==> config.mk <==
export PLATFORM = sky130hd
export DESIGN_NAME = spi_omega_rx
export DESIGN_NICKNAME = d
export VERILOG_FILES = /design/src/rtl/spi_omega_rx_pkg.sv /design/src/rtl/spi_omega_rx_sync_edge.sv /design/src/rtl/spi_omega_rx.sv
export SDC_FILE = /design/constraint.sdc
export NUM_CORES = 1
export LEC_CHECK = 0
export CAP_MARGIN = 0
export CORE_MARGIN = 8
export CORE_UTILIZATION = 53
export DETAILED_ROUTE_END_ITERATION = 12
export GPL_ROUTABILITY_DRIVEN = 0
export GPL_TIMING_DRIVEN = 1
export PLACE_DENSITY_LB_ADDON = 0.05
export SLEW_MARGIN = 25
export SYNTH_ARGS = -nofsm -noshare
export SYNTH_HDL_FRONTEND = slang
export SYNTH_SLANG_ARGS = --single-unit
==> constraint.sdc <==
create_clock -name CLK67MHZ -period 7.65 [get_ports CLK67MHZ]
set_input_delay 1.53 -clock CLK67MHZ [delete_from_list [all_inputs] [get_ports CLK67MHZ]]
set_output_delay 1.53 -clock CLK67MHZ [all_outputs]
set_load 0.005 [all_outputs]
==> src/rtl/spi_omega_rx_pkg.sv <==
// Shared constants and state encoding for the omega SPI receiver.
package spi_omega_rx_pkg;

    localparam int WORD_W_DEF  = 40;
    localparam int FRAME_CNT_W = 8;

    typedef enum logic {
        IDLE = 1'b0,
        RECV = 1'b1
    } state_e;

endpackage

==> src/rtl/spi_omega_rx_sync_edge.sv <==
// Multi-flop synchronizer with registered rise/fall detection.
// Edges are held off until both the synchronized level and its delayed copy
// carry real pin samples, so reset values never look like a pin transition.
module spi_sync_edge #(
    parameter int   SYNC_STAGES = 2,
    parameter logic RST_VAL     = 1'b0
) (
    input  logic clk_i,
    input  logic rst_i,
    input  logic d_i,
    output logic level_o,
    output logic rise_o,
    output logic fall_o
);

    logic [SYNC_STAGES-1:0] sync_q;
    logic [SYNC_STAGES:0]   prime_q;
    logic                   prev_q;
    logic                   rise_q;
    logic                   fall_q;
    logic                   level;

    assign level = sync_q[SYNC_STAGES-1];

    // Synchronizer chain, edge-detect flop and registered edge pulses.
    always_ff @(posedge clk_i or posedge rst_i) begin
        if (rst_i) begin
            sync_q  <= {SYNC_STAGES{RST_VAL}};
            prime_q <= '0;
            prev_q  <= RST_VAL;
            rise_q  <= 1'b0;
            fall_q  <= 1'b0;
        end else begin
            sync_q  <= {sync_q[SYNC_STAGES-2:0], d_i};
            prime_q <= {prime_q[SYNC_STAGES-1:0], 1'b1};
            prev_q  <= level;
            rise_q  <= prime_q[SYNC_STAGES] & level & ~prev_q;
            fall_q  <= prime_q[SYNC_STAGES] & ~level & prev_q;
        end
    end

    assign level_o = level;
    assign rise_o  = rise_q;
    assign fall_o  = fall_q;

endmodule

==> src/rtl/spi_omega_rx.sv <==
// SPI mode-0 slave receiving an MSB-first frequency word into the CLK67MHZ
// domain; the output word only moves on a frame of exactly WORD_W bits.
module spi_omega_rx
    import spi_omega_rx_pkg::*;
#(
    parameter int WORD_W      = WORD_W_DEF,
    parameter int SYNC_STAGES = 2
) (
    input  logic                   CLK67MHZ,
    input  logic                   resetPort,
    input  logic                   sckPort,
    input  logic                   mosiPort,
    input  logic                   sselPort,
    output logic [WORD_W-1:0]      omega_out,
    output logic                   omega_valid,
    output logic                   frame_err,
    output logic [FRAME_CNT_W-1:0] frame_cnt
);

    localparam int CNT_W = $clog2(WORD_W + 2);

    logic sck_rise, sck_fall_unused, sck_lvl_unused;
    logic ssel_rise, ssel_fall, ssel_lvl_unused;

    spi_sync_edge #(.SYNC_STAGES(SYNC_STAGES), .RST_VAL(1'b0)) u_sck (
        .clk_i(CLK67MHZ), .rst_i(resetPort), .d_i(sckPort),
        .level_o(sck_lvl_unused), .rise_o(sck_rise), .fall_o(sck_fall_unused)
    );

    spi_sync_edge #(.SYNC_STAGES(SYNC_STAGES), .RST_VAL(1'b1)) u_ssel (
        .clk_i(CLK67MHZ), .rst_i(resetPort), .d_i(sselPort),
        .level_o(ssel_lvl_unused), .rise_o(ssel_rise), .fall_o(ssel_fall)
    );

    // One extra stage beyond the synchronizer matches the registered edge pulse.
    logic [SYNC_STAGES:0] mosi_q;
    logic                 mosi_bit;
    assign mosi_bit = mosi_q[SYNC_STAGES];

    // MOSI delay chain aligned to the sck_rise pulse.
    always_ff @(posedge CLK67MHZ or posedge resetPort) begin
        if (resetPort) mosi_q <= '0;
        else           mosi_q <= {mosi_q[SYNC_STAGES-1:0], mosiPort};
    end

    state_e                 state_q, state_d;
    logic [WORD_W-1:0]      shift_q, shift_d;
    logic [CNT_W-1:0]       cnt_q, cnt_d;
    logic [WORD_W-1:0]      omega_q, omega_d;
    logic                   valid_q, valid_d;
    logic                   err_q, err_d;
    logic [FRAME_CNT_W-1:0] fcnt_q, fcnt_d;

    // Frame state and output registers.
    always_ff @(posedge CLK67MHZ or posedge resetPort) begin
        if (resetPort) begin
            state_q <= IDLE;
            shift_q <= '0;
            cnt_q   <= '0;
            omega_q <= '0;
            valid_q <= 1'b0;
            err_q   <= 1'b0;
            fcnt_q  <= '0;
        end else begin
            state_q <= state_d;
            shift_q <= shift_d;
            cnt_q   <= cnt_d;
            omega_q <= omega_d;
            valid_q <= valid_d;
            err_q   <= err_d;
            fcnt_q  <= fcnt_d;
        end
    end

    // Next state: ssel_rise takes priority over a coincident sck_rise, and the
    // counter parks at WORD_W+1 so overlong frames always end in an error.
    always_comb begin
        state_d = state_q;
        shift_d = shift_q;
        cnt_d   = cnt_q;
        omega_d = omega_q;
        fcnt_d  = fcnt_q;
        valid_d = 1'b0;
        err_d   = 1'b0;
        case (state_q)
            IDLE: begin
                if (ssel_fall) begin
                    state_d = RECV;
                    cnt_d   = '0;
                    shift_d = '0;
                end
            end
            RECV: begin
                if (ssel_rise) begin
                    state_d = IDLE;
                    if (cnt_q == CNT_W'(WORD_W)) begin
                        omega_d = shift_q;
                        valid_d = 1'b1;
                        fcnt_d  = fcnt_q + 1'b1;
                    end else begin
                        err_d = 1'b1;
                    end
                end else if (sck_rise) begin
                    shift_d = {shift_q[WORD_W-2:0], mosi_bit};
                    if (cnt_q != CNT_W'(WORD_W + 1)) cnt_d = cnt_q + 1'b1;
                end
            end
            default: state_d = IDLE;
        endcase
    end

    assign omega_out   = omega_q;
    assign omega_valid = valid_q;
    assign frame_err   = err_q;
    assign frame_cnt   = fcnt_q;

endmodule

; After elaboration in Yosys (flattened, before gate mapping)
; Index checks and enable logic that the tools add are counted.
; W data, S select, Z words.
[word_totals]
romBits = 0
out_inout_bits = 50
input_bits = 5
ramBits = 0
memories = 0
register_bits = 115
latchBits = 0
elab_cells = 56
[classes]
n_mux = 18
n_lt_le_gt_ge = 0
add_sub_neg = 2
reduce_logical = 3
div = 0
bitwise_logic = 10
shift = 0
mul = 0
eq_ne = 6
[op_table]
columns = cell, count
row1 = $mux W40, 3
row2 = $pmux W40 S2, 1
row3 = $mux W6, 4
row4 = $pmux W6 S2, 1
row5 = $add A8 B1 Y8 const B, 1
row6 = $mux W1, 8
row7 = $add A6 B1 Y6 const B, 1
row8 = $and A1 B1 Y1, 6
row9 = $eq A6 B6 Y1 const B, 1
row10 = $ne A2 B1 Y1 const B, 3
row11 = $ne A6 B6 Y1 const B, 1
row12 = $reduce_and A3 Y1, 2
row13 = $not A1 Y1, 4
row14 = $reduce_and A4 Y1, 1
row15 = $ne A2 B2 Y1 const B, 1
row16 = $pmux W1 S2, 1

; Longest topological paths before layout
[logic_depth]
ltp_word = 5
depth_mapped = 6
mapped_depth_nobuf = 5

; Cells and area by module
; A second synthesis with hierarchy kept.
[unflattened]
cells_unflattened = 369
area_unflattened_um2 = 4683.2
[by_module_without_submodules]
columns = module, seq_area_each_um2, instances, area_per_inst_um2, cells_each
row1 = spi_omega_rx, 2502.4, 1, 4229.1, 345
row2 = spi_sync_edge at u_ssel, 203.9, 1, 229.0, 12
row3 = spi_sync_edge at u_sck, 200.2, 1, 225.2, 12

; Worst setup path before layout
; No wires, ideal clock.
[synth_timing]
path_kind = reg2out
from = register fcnt_q[2], in the netlist frame_cnt[2]
to = output port frame_cnt[2]
arrival_ps = 419
n_path_buf = 0
required_ps = 6120
path_stages_with_launch = 1
setup_slack_ps = 5701
path_cell_list = dfrtp_1
[synth_lines]
columns = element, line_no
row1 = from (decl), spi_omega_rx.sv:52  ; logic [FRAME_CNT_W-1:0] fcnt_q, fcnt_d;
row2 = from (signal assigned), spi_omega_rx.sv:71  ; fcnt_q <= fcnt_d;
row3 = to (decl), spi_omega_rx.sv:17  ; output logic [FRAME_CNT_W-1:0] frame_cnt
; No word-level cell between the ends.

; Final worst setup path
[layout_timing]
from = register fcnt_q[2], in the netlist frame_cnt[2]
to = output port frame_cnt[2]
; No word-level cell between the ends.

==> results.md <==
- Hold-fix buffers, CTS: 0
- Grt total ovfl: 0
- Routed wire length: 8373 um
- Most common cell after layout, fill and taps aside: dfrtp_1
- F_max: 343.3 MHz
- Post-route setup slack: 4.737 ns
- Synth Area per Inst: 13.69 um^2
- Total track usage: 15.03%
- Initial antenna violation count: 0
- RSZ-0062 raised after global routing: false
- Max stage delay on crit path: 0.55 ns
- Worst Path Arrival: 1.38 ns
- H-tree Lvls: 3
- Hold Fails Final Rpt: 0
- Worst hold path class: reg2reg
- Synth Area in Compound Gates: 4.729%
- Xor-xnor portion of the synthesized cell area: 1.309%
- CP Cell Sequence: clkdlybuf4s50_1
- R2R Setup Slk: 5.19 ns
- Port bufs: 54
- Commonest cells after routing, fill and taps aside: 109 x dfrtp_1, 54 x clkdlybuf4s50_1, 38 x mux2_4
- Post-synth net total: 351
- Mux contribution to synthesized area: 17.61%
- Finished Layout Cells: 505
- Placed Area: 5218 um^2
- Max VDD drop: 0.1113 mV
- Crit path launch: frame_cnt[2]
- Total CTS buffers: 9
- #FFs+latches synth: 112
- Hold Path Depth: 0
- Net total in the final layout: 401
- Leak Pwr: 0.002462 uW
- Vias in the first global route: 2744
- TritonCTS clock tree: built
- Vias per inst: 5.337
- Max-Cap Viols: 0
- RR Endpoint: omega_out[39]
- Sequential share of the synthesized area: 59.93%
- Adder-cell share of the synthesized area: 1.069%
- Startpoint types: flip-flop
- DR WL/cell: 16.58 um
- Post-synthesis async set-or-reset flop share: 100.0%
- Synth warn: 0
- Die area: 12100 um^2
- Worst-Margin Slew: 1.000 ns
- Crit path max-delay cell type: clkdlybuf4s50_1
- Wire length of the first global-routing pass: 14030 um
- Fin crit share: 38.08%
- CP required: 6.12 ns
- Type of the worst setup path: reg2out
- Io pins: 55
- Resized cells post-CTS: 0
- Buf/Inv on CP: 1
- Clk_lat worst skew: 0.37 ns
- Num rows: 34
- Via Count: 2695
- Gate Count Post-Synth: 342
- Die Y-Extent: 110 um
- Cell area after layout: 5449 um^2
- DIE WIDTH: 110 um
- Initial Util: 54.23%
- Clock transition at the registers of the reported paths: 0.09 ns
- Sink Count: 112
- Main synth FF type: dfrtp_1
- Largest family of logic cells by synthesized area: multiplexers
- CTS Root Cell: clkbuf_8
- Area Growth Syn to Fin: 16.35%
- Worst path depth: 1
- Core box area: 8636 um^2
- Pwr/cell area: 200.8 nW/um^2
- Crit. End Element: primary output
- Crit Path Max Fanout: 7
- Critical path capture point: frame_cnt[2]
- Slew Limit Fails: 0
- # DRC: 0
- Status: finished, final reports clean
- Pre-CTS setup slack: 4.324 ns
- ANT nets after route: 0
- Synth cell types: 37
- FF-to-FF path depth: 3
- Total power: 1094 uW
- R2r startpoint: cnt_q[4]
- Number of diodes: 0
- Clock buffer depth: 2
- Layout cells sized above 1: 17.13%
- Drt first pass iters: 4
- Setup Viol. Count Final: 0
- Synthesized area: 4683 um^2
- Fin Setup TNS: 0 ns
- EDFF count, synth: 0
- Min Tclk post-route: 2.913 ns
- Post-Synth Simple-Gate Area: 9.244%
- CP top delay family: buffers and inverters
- Initial drt markers: 149
- Post-CTS Setup Bufs: 0
- Final setup skew: 0.01541 ns
- Placed instance count: 489
- Rel. slew slack: 33.31%
- Largest net degree at the start of global routing: 71
- Final HPWL DP: 5325 um
## where the power goes
part / total [uW] / internal (uW) / switching (uW)
clock network: 399 / 204 / 195
logic: 78.5 / 20.5 / 58.0
registers: 616 / 604 / 11.9
total: 1090 / 829 / 265
## worst register-to-register path, cell delays in order, from the launching register on
cell	delay (ns)
dfrtp_1	0.42
nand4bb_1	0.57
nor2_8	0.94
mux2_2	0.45
## cell usage after synthesis, drive strengths merged, types with 2 or more instances
cell / count / area [um^2]
dfrtp: 109 / 2728
dfstp: 3 / 78.83
xor2: 6 / 52.55
mux2i: 22 / 220.2
nand4b: 2 / 17.52
nand3b: 2 / 15.01
mux2: 41 / 604.3
clkbuf: 4 / 15.01
buf: 15 / 158.9
nand2b: 2 / 12.51
nor4: 3 / 18.77
nor2: 4 / 31.28
nand3: 28 / 152.7
inv: 29 / 108.9
ha: 4 / 50.05
nand2: 28 / 121.4
o31ai: 23 / 172.7
nor3: 3 / 15.01
nand4: 3 / 18.77
## area by class of cell
class	instances	area (um^2)
clock inverters	4	76.32
well taps	108	135.1
inverters	29	111.4
multi-input cells	182	1594
fillers	685	3187
repair buffers	58	570.5
flip-flops and latches	112	2806
clock buffers	12	155.1
## sequential cells by signal, summed over array words and instances, names as in the netlist
name	flops
u_ssel.rise_o	1
u_sck.rise_o	1
u_ssel.sync_q	2
omega_valid	1
u_ssel.prev_q	1
u_ssel.fall_o	1
state_q	1
frame_cnt	8
mosi_q	3
u_ssel.prime_q	2
frame_err	1
u_sck.prime_q	1
u_sck.sync_q	2
shift_q	40
omega_out	40
cnt_q	6
u_sck.prev_q	1
## worst min path at each step
stage,startpoint,endpoint,slack (ns)
2_1_floorplan,mosi_q[0],mosi_q[1],0.33
3_3_place_gp,u_ssel.prime_q[1],u_sck.prime_q[2],0.34
3_5_place_dp,u_ssel.prime_q[0],u_ssel.prime_q[1],0.34
4_1_cts,u_ssel.prime_q[1],u_sck.prime_q[2],0.36
5_1_grt,u_sck.sync_q[0],u_sck.sync_q[1],0.38
6_report,u_ssel.prime_q[1],u_sck.prime_q[2],0.36
## routing by layer
layer	wire [um]	share of wire [%]	track usage [%]
met1	3872	46	20.10
met2	3931	47	22.90
met3	453	5.4	3.837
met4	116	1.4	6.172
met5	0	0	0
## kinds of logic (layout without fill, tap and decap cells)
family	count (synthesis)	count (layout)
xor gates and xnor gates	7	7
buffers and inverters	48	103
DFF	112	112
muxes	63	63
and+or+nand+nor	78	78
adders and majority gates	4	4
AOI/OAI and AO/OA	29	29
other	1	1
## stage by stage
stage	utilization (%)	hold slack [ns]
floorplan	-	0.3312
global placement	60.42	0.3363
detailed placement	60.42	0.3364
CTS	63.10	0.3627
global route	63.10	0.3757
finish	63.10	0.3594
Note: power is estimated with default switching activity, not from simulation.
==> edit: new RTL, same settings <==
The parameter `RST_VAL` goes from 1'b1 to 1'b0.
--- a/src/rtl/spi_omega_rx.sv
+++ b/src/rtl/spi_omega_rx.sv
@@ -28,5 +28,5 @@
     );
 
-    spi_sync_edge #(.SYNC_STAGES(SYNC_STAGES), .RST_VAL(1'b1)) u_ssel (
+    spi_sync_edge #(.SYNC_STAGES(SYNC_STAGES), .RST_VAL(1'b0)) u_ssel (
         .clk_i(CLK67MHZ), .rst_i(resetPort), .d_i(sselPort),
         .level_o(ssel_lvl_unused), .rise_o(ssel_rise), .fall_o(ssel_fall)
Function: no difference found for any inputs over 10 cycles, from zero or initial values and one cycle with resetPort high; that may be too few to reach the edited logic, so the function may still have changed.
==> edit against the original RTL <==
Synthesized cell count is the same; worst hold slack gained 2.5 ps; sequential cell count is the same; routed wire length shrank 2.6%; final area shrank 0.76%; worst setup slack is essentially flat; total power shrank 6.4%; synthesized area is essentially flat; non-clock buffer count is the same.
==> edit: results (changes against the original RTL) <==
Worst setup path
The signal arrival time at the worst endpoint was 1380 ps (about the same). The critical-path maximum fanout is 7 (unchanged). The cell family contributing the most delay on the critical path is buffers and inverters.

In this run the critical register-to-register path is captured at omega_out[38]. The slowest stage cell on the critical path is clkdlybuf4s50_1. The slack of the worst reg-to-reg path is 5160 ps (-30 ps). The cell count of the worst reg-to-reg path is 3 (unchanged).

Clock tree
The number of setup buffers added after CTS is 0 (unchanged). The maximum root-to-sink buffer count is 2 (unchanged). The clock edge transition at the registers on the reported setup and hold paths is approximately 100 ps. The number of levels in the clock H-tree is 3 (unchanged). The clock latency at the later pin of the worst-skew pair came to 370 ps (about the same). The buffer type at the clock tree root is clkbuf_8. The count of instances resized after the clock tree is built came to 0 (unchanged). The total clock buffers created by CTS was 9 (unchanged).

Power
The leakage power total was 2.450 nW (-0.51%). The worst IR drop on VDD is 0.09297 mV (-16%).

Cells and area
The count of filler cells inserted in the layout was 668 (-2.5%). The layout cell share with drive strength beyond 1 is 16.62% (-0.50 points). The number of nets in the final layout is 401 (unchanged). The antenna diode count is 0 (unchanged).

Global routing
The largest net degree at the start of global routing was 81 (+14%). The first-pass GRT wire length is 13700 um (-2.4%). The total routing usage reported by global routing was 14.38% (-0.65 points).

Route
The total vias in the final route is 2671 (-0.89%). The detailed-router iteration count before antenna repair is 4 (unchanged). The total length of routed wires is 8157 um (-2.6%).

The number of DRC violations after detailed-routing iteration 0 was 119 (-20%). The post-detailed-route count of antenna-violating nets is 0 (unchanged).

Placed design
The placed standard-cell area is 5214 um^2 (about the same). The number of I/O port buffers came to 54 (unchanged). The total half-perimeter wirelength after legalization and detailed placement is 5136 um (-3.6%).

Min path
The worst hold path class is flip-flop to flip-flop.

Logic synthesis
The fraction of synthesis flops using an asynchronous set or reset pin is 100.0% (unchanged). The unique cell type count in the Yosys netlist is 36 (-2.7%). Ranked by instance count, the synthesized netlist is headed by dfrtp_1, mux2_4, inv_1. The portion of the post-synthesis area used by sequential elements is 59.89% (about the same).

The number of nets in the synthesized netlist is 351 (unchanged). Ranked by total cell area, the synthesized netlist is headed by dfrtp_1, mux2_4, mux2i_1.

Run status
The run finished with clean final reports.

STA
The measured slew at the worst slew-check pin is 988.9 ps (-11.52 ps). The clock skew after layout was 15.00 ps (-0.4077 ps).
edit: power by group:
part / switching [mW] / internal, mW
clock network: 0.192 / 0.138
logic: 0.0563 / 0.0206
registers: 0.0131 / 0.604
edit: per-stage QoR:
| step | setup WS, ps | utilization [%] | total power, mW | cells | hold slack [ps] |
|---|---|---|---|---|---|
| after floorplan | 3161 | - | 0.6868 | 342 | 331.2 |
| after global placement | 4354 | 60.37 | 0.7052 | 489 | 332.4 |
| after detailed placement | 4334 | 60.37 | 0.7071 | 489 | 337.8 |
| after CTS | 4714 | 62.58 | 1.039 | 505 | 366.2 |
| after global routing | 4681 | 62.62 | 1.074 | 505 | 370.4 |
| final | 4737 | 62.62 | 1.024 | 505 | 361.8 |
edit: final cells by class:
cell class | count | share of cell area (%)
repair buffers | 58 | 10.62
inverters | 29 | 2.059
flip-flops and latches | 112 | 51.83
well taps | 108 | 2.499
clock buffers | 11 | 2.800
clock inverters | 5 | 0.7173
multi-input cells | 182 | 29.48
edit: worst min-delay path by stage:
stage	start	end	slack (ps)	cells past startpoint
after floorplan	mosi_q[0]	mosi_q[1]	330	0
after global placement	u_sck.sync_q[0]	u_sck.sync_q[1]	330	0
after detailed placement	mosi_q[0]	mosi_q[1]	340	0
after CTS	mosi_q[0]	mosi_q[1]	370	0
after global routing	mosi_q[0]	mosi_q[1]	370	0
final	u_ssel.sync_q[0]	u_ssel.sync_q[1]	360	0
edit: cell families (layout without fill, tap and decap cells):
group / Yosys count / count (layout) / synth area share (%)
compound gates: 29 / 29 / 4.733
mux: 63 / 63 / 17.62
buf+inv: 48 / 103 / 6.043
fa+ha+maj: 4 / 4 / 1.070
simple gates: 78 / 78 / 9.251
other cells: 1 / 1 / 0.08014
xor+xnor: 7 / 7 / 1.310
flops: 112 / 112 / 59.89
edit: layer usage:
metal,routed length (um),vias up,part of all wire (%),track usage [%]
li1,-,1273,-,-
met2,3788,43,46,21.19
met4,120,0,1.5,6.075
met3,387,11,4.7,2.931
met5,0,-,0,0
met1,3861,1344,47,20.21
